$ cat config.mk
export PLATFORM = sky130hd
export DESIGN_NAME = gate_scheduler
export DESIGN_NICKNAME = d
export VERILOG_FILES = /design/src/rtl/gate_scheduler.sv
export SDC_FILE = /design/constraint.sdc
export NUM_CORES = 1
export LEC_CHECK = 0
export ABC_AREA = 1
export BUFFER_PORTS_ARGS = -buffer_cell sky130_fd_sc_hd__buf_2
export CAP_MARGIN = 20
export CORE_MARGIN = 2
export CORE_UTILIZATION = 50
export CTS_CLUSTER_DIAMETER = 120
export CTS_CLUSTER_SIZE = 30
export DETAILED_ROUTE_END_ITERATION = 10
export PLACE_DENSITY = 0.72
export SLEW_MARGIN = 20
export SYNTH_ARGS = -nofsm -noshare
export SYNTH_HDL_FRONTEND = slang
export SYNTH_SLANG_ARGS = --single-unit
$ cat constraint.sdc
create_clock -name clk -period 1.7 [get_ports clk]
set_input_delay 0.085 -clock clk [delete_from_list [all_inputs] [get_ports clk]]
set_output_delay 0.085 -clock clk [all_outputs]
set_load 0.1 [all_outputs]
$ cat src/rtl/gate_scheduler.sv
// Gate scheduler: arbitrates entry/exit requests and drives the gate.
// Optional feature: EXIT_PRIORITY_EN (exit always beats entry), else round-robin.
module gate_scheduler #(
  parameter int OPEN_CYCLES = 8
) (
  input  logic       clk,
  input  logic       reset,
  input  logic       entry_req,
  input  logic       exit_req,
  input  logic [1:0] exit_slot_in,
  input  logic       is_full,
  output logic       entry_signal,
  output logic       exit_signal,
  output logic [1:0] exit_slot,
  output logic       gate_open,
  output logic       entry_pend,
  output logic       exit_pend,
  output logic       req_drop
);

  typedef enum logic [1:0] {
    IDLE,
    ISSUE,
    OPEN,
    CLEAR
  } state_t;

  state_t     state;
  state_t     state_n;
  logic [7:0] cnt;
  logic [7:0] cnt_n;
  logic       grant_exit;
  logic       grant_exit_n;
  logic       drop_q;
  logic       ent_elig;
  logic       ext_elig;
  logic       pick_exit;
  logic       ent_clr;
  logic       ext_clr;
  logic       ent_keep;
  logic       ext_keep;

`ifndef EXIT_PRIORITY_EN
  logic       rr_exit;
`endif

  // Eligibility and arbitration between the two pending request types.
  always_comb begin
    ent_elig = entry_pend & ~is_full;
    ext_elig = exit_pend;
`ifdef EXIT_PRIORITY_EN
    pick_exit = ext_elig;
`else
    pick_exit = ext_elig & (~ent_elig | rr_exit);
`endif
  end

  // A request already pending and not being serviced this cycle is kept.
  always_comb begin
    ent_clr  = (state == ISSUE) & ~grant_exit;
    ext_clr  = (state == ISSUE) & grant_exit;
    ent_keep = entry_pend & ~ent_clr;
    ext_keep = exit_pend & ~ext_clr;
  end

  // Next-state, open-window counter and grant selection.
  always_comb begin
    state_n      = state;
    cnt_n        = cnt;
    grant_exit_n = grant_exit;
    unique case (state)
      IDLE: begin
        if (ent_elig | ext_elig) begin
          state_n      = ISSUE;
          grant_exit_n = pick_exit;
        end
      end
      ISSUE: begin
        state_n = OPEN;
        cnt_n   = 8'(OPEN_CYCLES - 1);
      end
      OPEN: begin
        if (cnt == 8'd0) begin
          state_n = CLEAR;
        end else begin
          cnt_n = cnt - 8'd1;
        end
      end
      CLEAR: begin
        state_n = IDLE;
      end
      default: begin
        state_n = IDLE;
      end
    endcase
  end

  // State register, counter and grant latch.
  always_ff @(posedge clk) begin
    if (!reset) begin
      state      <= IDLE;
      cnt        <= 8'd0;
      grant_exit <= 1'b0;
    end else begin
      state      <= state_n;
      cnt        <= cnt_n;
      grant_exit <= grant_exit_n;
    end
  end

`ifndef EXIT_PRIORITY_EN
  // Round-robin pointer flips to the other type after every grant.
  always_ff @(posedge clk) begin
    if (!reset) begin
      rr_exit <= 1'b0;
    end else if ((state == IDLE) & (ent_elig | ext_elig)) begin
      rr_exit <= ~pick_exit;
    end
  end
`endif

  // Request latches; a new pulse beats the service clear.
  always_ff @(posedge clk) begin
    if (!reset) begin
      entry_pend <= 1'b0;
      exit_pend  <= 1'b0;
      exit_slot  <= 2'b00;
      drop_q     <= 1'b0;
    end else begin
      entry_pend <= entry_req | ent_keep;
      exit_pend  <= exit_req | ext_keep;
      if (exit_req & ~ext_keep) begin
        exit_slot <= exit_slot_in;
      end
      drop_q <= (entry_req & ent_keep) | (exit_req & ext_keep);
    end
  end

  // Command and actuator outputs, forced low while reset is held.
  always_comb begin
    entry_signal = reset & (state == ISSUE) & ~grant_exit;
    exit_signal  = reset & (state == ISSUE) & grant_exit;
    gate_open    = reset & (state == OPEN);
    req_drop     = reset & drop_q;
  end

endmodule

==> results of run 1 <==
## layout by cell type, fill, tap and decap left out, types with 2 or more instances in the layout
cell      count
inv_1        21
buf_4         2
ha_1          5
clkbuf_4      4
nor2_2        4
o21ai_0       6
nand2_1      26
nand3_1      10
dfxtp_1      17
buf_2        11
a21oi_1      14
nor2_1       16
nor3_2        2
## worst min-delay path: cells and delay by family
kind,cells,cell delay [ps]
buf+inv,1,70
simple gates,2,120
## routing by layer
layer  vias to the layer above  global-route usage  share of wire
li1                        443                   -              -
met1                       362               0.220           0.47
met2                        14               0.342           0.48
met3                         5              0.0471          0.033
met4                         0              0.0686          0.015
met5                         -                   0              0
## Yosys cell counts
master / n
o21ai_0: 6
nand3_1: 10
a21oi_1: 14
o22ai_1: 1
nor2_2: 4
a21oi_2: 1
nand2_2: 1
ha_1: 5
o21ai_4: 1
clkbuf_1: 2
nor2_1: 16
xnor2_1: 1
nor3_1: 3
inv_1: 21
or2_2: 1
nand2_1: 26
nand2_4: 1
dfxtp_1: 17
## per-stage QoR
stage / setup slack (ps) / utilization / power [mW]
global placement: 319 / 0.588 / 1.62
global route: 17.6 / 0.608 / 2.03
detailed placement: 263 / 0.588 / 1.64
floorplan: -209 / - / 1.48
CTS: 3.29 / 0.607 / 1.87
finish: 116 / 0.608 / 1.87
## power groups by stage
| stage | logic, mW | registers (mW) | clock network, mW |
|---|---|---|---|
| 2_1_floorplan | 0.826 | 0.650 | 0 |
| 3_3_place_gp | 1.03 | 0.597 | 0 |
| 3_5_place_dp | 1.04 | 0.601 | 0 |
| 4_1_cts | 1.06 | 0.591 | 0.227 |
| 5_1_grt | 1.19 | 0.605 | 0.242 |
| 6_report | 1.05 | 0.593 | 0.223 |
## worst paths after layout
kind,from,end,depth (start not counted),slack [ps]
worst min-delay path,exit_slot_in[1],exit_slot[1]$_SDFFE_PN0P_,3,10
worst max register to register,state[0]$_SDFFE_PN0P_,cnt[3]$_SDFFE_PN0P_,8,250
worst max-delay path,state[0]$_SDFFE_PN0P_,gate_open,5,120
worst min register to register,rr_exit$_SDFFE_PN0P_,rr_exit$_SDFFE_PN0P_,2,470
## cells by family after synthesis
family	share of synthesized area
fa+ha+maj	0.0694
xor+xnor	0.00972
simple gates	0.301
buf+inv	0.0958
flops	0.378
compound gates	0.146
## layout make-up
class | count | area [um2]
tap | 25 | 31.3
sequential | 17 | 340
fill | 167 | 669
inverter | 21 | 78.8
multi-input combinational | 91 | 484
clock buffer | 4 | 26.3
timing repair buffer | 14 | 77.6
## flip-flops by register name, summed over array words and instances (netlist names)
name        cells
state           2
cnt             8
rr_exit         1
exit_pend       1
exit_slot       2
entry_pend      1
grant_exit      1
drop_q          1
## repair_timing
item	in CTS	in global routing
buffers inserted	0	0
gates resized for setup	2	1
setup endpoints to repair	2	1
cloned	0	0
==> impl_metrics.tcl, run 1 <==
set metrics [dict create \
    status "complete, no violations" \
    fin_hold_ws_ps 14.7 \
    firstDrtPassIters 4 \
    p_sw_uw 939 \
    synthesis.area_um2 901 \
    required_ps 1620 \
    p_per_area_nw_per_um2 1800 \
    antenna_found_initial 0 \
    power_frac_comb 0.564 \
    grt_max_degree 12 \
    cts.sinks 17 \
    syn2layout_area_growth_pct 15.3 \
    cts_tree "built" \
    tns_ps 0 \
    syn-num-nets 143 \
    grt_pass1_wl_mm 2.94 \
    finalNetCount 160 \
    tightest_slew_ps 487 \
    die_x_um 46.4 \
    grt_overflow 0 \
    synth_area_leaders "dfxtp_1 (38%), nand2_1 (11%), inv_1 (8.8%), a21oi_1 (7.8%), ha_1 (6.9%)" \
    dpl_cell_area_um2 1000 \
    ys_types 18 \
    worstSetupPathType "reg -> out" \
    viasPerCell 4.79 \
    ant_nets 0 \
    dp_hpwl_mm 1.30 \
    fmax_mhz 631 \
    finalHoldViolations 0 \
    initial_utilization 0.527 \
    period_minus_slack_ps 1580 \
    insertion_delay_ps 290 \
    slew-limit-headroom 0.678 \
    synth_top_cell_by_area "dfxtp_1" \
    drv_cap 0 \
    critPathTopFamily "buffers and inverters" \
    core.rowCount 15 \
    fin_crit_sh 0.932 \
    cts_hold_buffers 0 \
    numCtsBuffers 3 \
    cp_slowest_stage_delay_ps 330 \
    num_vias 824 \
    clkPwrFrac 0.119 \
    fin_skew_ps 4.29 \
    cp_max_fo 6 \
    avgRoutedWirePerCell_um 9.82 \
    dp.cells 168 \
    hold_class "in -> reg" \
    ys_seq_area_frac 0.378 \
    final_cell_area_um2 1040 \
    pin_count 15 \
    p_leak_nw 0.493 \
    drive_gt1_frac 0.190 \
    finalNonFillerCells 172 \
    vdd_drop_max_v 0.00109 \
    synth_top_area_share 0.378 \
    path_clk_slew_ps 100 \
    die_h_um 46.4 \
    slew_violations 0 \
    grt.total_usage 0.192 \
    swShare 0.502 \
    core_area_um2 1710 \
    setup_violations 0 \
    insertedDiodeCount 0 \
    synth-seq-cells 17 \
    endpoint_kind "output port" \
    gp_congestion 0.859 \
    p_int_uw 931 \
    syn_area_per_cell_um2 6.88 \
    initialDrtViolationCount 16 \
    path_buf_inv 3 \
    first_global_vias 756 \
    die_area_um2 2160 \
    clock-root-buffer "clkbuf_4" \
    crit_slowest_cell "dfxtp_1" \
    clock_path_buffers 2 \
    pwr-share-seq 0.317 \
    htree_levels 1 \
    worstSetupStartpointType "flop" \
    wl_mm 1.69 \
    syn_inst 131 \
    rsz0062_at_grt "no" \
    drc 0 \
    crit_chain "inv_1 -> ha_1 -> nand2_1 -> inv_1 -> clkbuf_4" \
    crit_top_cell "inv_1" \
    arrival_ps 1500 \
    portBuffers 14 \
    ys_warn_count 0 \
]
(Power assumes the default switching activity.)
==> run 2: changes to the inputs <==
GPL_ROUTABILITY_DRIVEN = 0   (was default)
RECOVER_POWER = 25   (was default)
==> run 2 against run 1 <==
Sequential cell count unchanged; routed wire length shrank 0.77%; clock-buffer cell count is the same; via count is 0.36% higher; sequential share of layout area is the same; critical path depth unchanged; core utilization did not move; highest routed layer unchanged; cell count unchanged; power down 0.16%; register-to-register slack barely moved; hold slack about the same.
==> impl_metrics.tcl, run 2 (synthesis results as in run 1) <==
set metrics [dict create \
    power_frac_comb 0.564 \
    numCtsBuffers 3 \
    clkPwrFrac 0.119 \
    rsz0062_at_grt "no" \
    dpl_cell_area_um2 1000 \
    die_h_um 46.4 \
    dp.cells 168 \
    wl_mm 1.68 \
    r2r_cells 8 \
    largest_register_ffs 8 \
    crit_chain "inv_1 -> ha_1 -> nand2_1 -> inv_1 -> clkbuf_4" \
    finalNonFillerCells 172 \
    worstSetupPathType "reg -> out" \
    slew_violations 0 \
    avgRoutedWirePerCell_um 9.74 \
    slew-limit-headroom 0.642 \
    hold_class "in -> reg" \
    drc 0 \
    cts_resized 2 \
    setup_violations 0 \
    tightest_slew_ps 540 \
    biggestRegsByFlops "cnt x8, exit_slot x2, state x2" \
    portBuffers 14 \
    required_ps 1620 \
    firstDrtPassIters 4 \
    grt_overflow 0 \
    drive_gt1_frac 0.190 \
    p_per_area_nw_per_um2 1800 \
    top_register "cnt" \
    syn2layout_area_growth_pct 15.3 \
    clock_path_buffers 2 \
    htree_levels 1 \
    swShare 0.502 \
    die_area_um2 2160 \
    period_minus_slack_ps 1580 \
    p_sw_uw 937 \
    cp_max_fo 6 \
    crit_slowest_cell "dfxtp_1" \
    vdd_drop_max_v 0.00109 \
    final_cell_area_um2 1040 \
    ant_nets 0 \
    initial_utilization 0.527 \
    initialDrtViolationCount 12 \
    endpoint_kind "output port" \
    worstSetupStartpointType "flop" \
    finalNetCount 160 \
    viasPerCell 4.81 \
    antenna_found_initial 0 \
    core_area_um2 1710 \
    num_vias 827 \
    dp_hpwl_mm 1.30 \
    cts_tree "built" \
    grt.total_usage 0.192 \
    insertedDiodeCount 0 \
    cp_slowest_stage_delay_ps 330 \
    pin_count 15 \
    final_common_cell "nand2_1" \
    core.rowCount 15 \
    first_global_vias 756 \
    cts_setup_buffers 0 \
    p_int_uw 930 \
    cts_hold_buffers 0 \
    p_leak_nw 0.492 \
    crit_top_cell "inv_1" \
    layout_common_cells "nand2_1 (26), inv_1 (21), dfxtp_1 (17)" \
    status "complete, no violations" \
    arrival_ps 1500 \
    pwr-share-seq 0.317 \
    drv_cap 0 \
    insertion_delay_ps 290 \
    grt_max_degree 12 \
    fin_crit_sh 0.931 \
    clock-root-buffer "clkbuf_4" \
    finalHoldViolations 0 \
    path_clk_slew_ps 100 \
    fin_hold_ws_ps 14.3 \
    die_x_um 46.4 \
    fin_skew_ps 3.24 \
    cts.sinks 17 \
    grt_pass1_wl_mm 2.94 \
    worstHoldPathCells 3 \
    fmax_mhz 632 \
]
## run 2: cell count changes in the layout (fill, tap and decap cells not counted), sizes merged
cell / change
buf: -3
clkbuf: +3
## run 2: area by class of cell
class | instances | area [um2]
clock buffers | 4 | 26.3
inverters | 21 | 78.8
well taps | 25 | 31.3
fillers | 167 | 669
flip-flops and latches | 17 | 340
multi-input cells | 91 | 484
repair buffers | 14 | 77.6
## run 2: worst paths after layout
check / startpoint / endpoint / slack, ps
worst max-delay path: state[0]$_SDFFE_PN0P_ / gate_open / 120
worst min-delay path: exit_slot_in[1] / exit_slot[1]$_SDFFE_PN0P_ / 10
worst max register to register: state[0]$_SDFFE_PN0P_ / cnt[3]$_SDFFE_PN0P_ / 250
worst min register to register: rr_exit$_SDFFE_PN0P_ / rr_exit$_SDFFE_PN0P_ / 460
## run 2: per-layer routing
| layer | global-route usage | vias to the layer above | share of wire |
|---|---|---|---|
| li1 | - | 445 | - |
| met1 | 0.220 | 361 | 0.47 |
| met4 | 0.0686 | 0 | 0.015 |
| met2 | 0.342 | 16 | 0.47 |
| met5 | 0 | - | 0 |
| met3 | 0.0471 | 5 | 0.040 |
## run 2: worst max-delay path, delay by kind of cell (launching register included)
kind | cells | cell delay [ps]
buffers and inverters | 3 | 480
DFF | 1 | 330
adders and majority gates | 1 | 310
and+or+nand+nor | 1 | 80
## run 2: stage by stage
| stage | TNS, ps | setup slack (ps) | power (mW) | util |
|---|---|---|---|---|
| 3_5_place_dp | 0 | 263 | 1.64 | 0.588 |
| 6_report | 0 | 118 | 1.87 | 0.608 |
| 4_1_cts | 0 | 3.29 | 1.87 | 0.607 |
| 3_3_place_gp | 0 | 319 | 1.62 | 0.588 |
| 2_1_floorplan | -418 | -209 | 1.48 | - |
| 5_1_grt | 0 | 17.6 | 2.03 | 0.608 |
## run 2: power groups by stage
stage	combinational [mW]	sequential [mW]	clock (mW)
detailed placement	1.04	0.601	0
global route	1.19	0.605	0.242
global placement	1.03	0.597	0
CTS	1.06	0.591	0.227
finish	1.05	0.593	0.222
floorplan	0.826	0.650	0
==> run 3: changes to the inputs <==
PLACE_DENSITY = default   (was 0.72)
PLACE_DENSITY_LB_ADDON = 0.2   (was default)
==> run 3 against run 2 <==
Non-clock buffer count is the same; largest cell class unchanged; critical path depth unchanged; core utilization rose by 0.073 points; global-route usage rose by 0.16 points; design area is 0.12% higher; clock power barely moved; clock-buffer cell count down 1; sequential share of layout area about the same; critical endpoint unchanged.
==> impl_metrics.tcl, run 3 (synthesis results as in run 1) <==
set metrics [dict create \
    status "complete, no violations" \
    grt.total_usage 0.194 \
    startpoint "state[0]$_SDFFE_PN0P_" \
    grt_pass1_wl_mm 2.88 \
    pin_count 15 \
    largest_register_ffs 8 \
    rsz0062_at_grt "yes" \
    r2r_start "state[0]$_SDFFE_PN0P_" \
    p_sw_uw 945 \
    cts_tree "built" \
    slew-limit-headroom 0.640 \
    cp_max_fo 6 \
    viasPerCell 4.88 \
    top_register "cnt" \
    setup_violations 0 \
    dp_hpwl_mm 1.34 \
    hold_class "in -> reg" \
    power_frac_comb 0.564 \
    grt_max_degree 12 \
    die_area_um2 2160 \
    core.rowCount 15 \
    drc 0 \
    tns_ps 0 \
    slew_violations 0 \
    initialDrtViolationCount 17 \
    hold_start "exit_slot_in[1]" \
    htree_levels 1 \
    numCtsBuffers 3 \
    drv_cap 0 \
    arrival_ps 1510 \
    cts_hold_buffers 0 \
    finalHoldViolations 0 \
    biggestRegsByFlops "cnt x8, exit_slot x2, state x2" \
    pwr-share-seq 0.316 \
    syn2layout_area_growth_pct 15.4 \
    initial_utilization 0.527 \
    finalNonFillerCells 172 \
    antenna_found_initial 0 \
    tightest_slew_ps 542 \
    p_int_uw 926 \
    grt_overflow 0 \
    cts.sinks 17 \
    finalNetCount 160 \
    ant_nets 0 \
    portBuffers 14 \
    clkPwrFrac 0.120 \
    avgRoutedWirePerCell_um 10.1 \
    clock-root-buffer "clkbuf_4" \
    die_x_um 46.4 \
    core_area_um2 1710 \
    path_clk_slew_ps 110 \
    wl_mm 1.74 \
    num_vias 839 \
    insertedDiodeCount 0 \
    layout_common_cells "nand2_1 (26), inv_1 (21), dfxtp_1 (17)" \
    dp.cells 168 \
    cts_setup_buffers 0 \
    fin_skew_ps 4.05 \
    period_minus_slack_ps 1590 \
    reg2reg_slack_ps 220 \
    die_h_um 46.4 \
    firstDrtPassIters 4 \
    worstSetupStartpointType "flop" \
    first_global_vias 726 \
    fin_crit_sh 0.937 \
    final_common_cell "nand2_1" \
    vdd_drop_max_v 0.000985 \
    p_per_area_nw_per_um2 1800 \
    required_ps 1620 \
    fmax_mhz 628 \
    clock_path_buffers 2 \
    insertion_delay_ps 300 \
    p_leak_nw 0.494 \
    endpoint_kind "output port" \
    swShare 0.505 \
    drive_gt1_frac 0.197 \
    worstSetupPathType "reg -> out" \
]
run 3: cell types whose count changed in the layout (fill, tap and decap cells not counted):
cell / before / now
clkinv_2: 0 / 1
clkbuf_4: 4 / 5
clkbuf_1: 1 / 0
buf_4: 2 / 1
run 3: final cells by class:
cell class / instances / area (um2)
well taps: 25 / 31.3
clock buffers: 3 / 22.5
flip-flops and latches: 17 / 340
repair buffers: 14 / 77.6
inverters: 21 / 78.8
multi-input cells: 91 / 484
fillers: 155 / 668
clock inverters: 1 / 5.00
run 3: layer usage:
| layer | routed length (um) | GRT usage | vias up |
|---|---|---|---|
| met4 | 26 | 0.0971 | 0 |
| met5 | 0 | 0 | - |
| met2 | 853 | 0.325 | 16 |
| li1 | - | - | 447 |
| met3 | 58 | 0.0627 | 4 |
| met1 | 804 | 0.218 | 372 |
run 3: worst max-delay path, cell delays in order, from the launching register on:
cell and delay (ps):
dfxtp_1 330, inv_1 120, ha_1 310, nand2_1 80
inv_1 60, clkbuf_4 310
run 3: what timing repair did:
action                                  4_1_cts  5_1_grt
endpoints found under the setup margin        0        3
hold endpoints to repair                      0        0
gates resized for setup                       0        4
run 3: stage by stage:
stage | setup WS, ps | instance area, um2 | hold slack (ps) | util | power [mW]
2_1_floorplan | -209 | 911 | 220 | - | 1.48
3_3_place_gp | 320 | 1000 | 304 | 0.588 | 1.62
3_5_place_dp | 235 | 1000 | 319 | 0.588 | 1.65
4_1_cts | 3.17 | 1030 | 2.84 | 0.604 | 1.88
5_1_grt | -4.61 | 1040 | 4.69 | 0.609 | 2.04
6_report | 107 | 1040 | 4.95 | 0.609 | 1.87
run 3: final timing paths:
path | endpoint | cells past startpoint
min reg2reg | rr_exit$_SDFFE_PN0P_ | 2
min | exit_slot[1]$_SDFFE_PN0P_ | 3
max | gate_open | 5
max reg2reg | cnt[7]$_SDFFE_PN0P_ | 8
run 3: power groups by stage:
stage          Combinational, mW  Clock (mW)  Sequential, mW
2_1_floorplan              0.826           0           0.650
3_3_place_gp                1.03           0           0.596
3_5_place_dp                1.05           0           0.599
4_1_cts                     1.06       0.231           0.590
5_1_grt                     1.19       0.246           0.604
6_report                    1.06       0.224           0.590
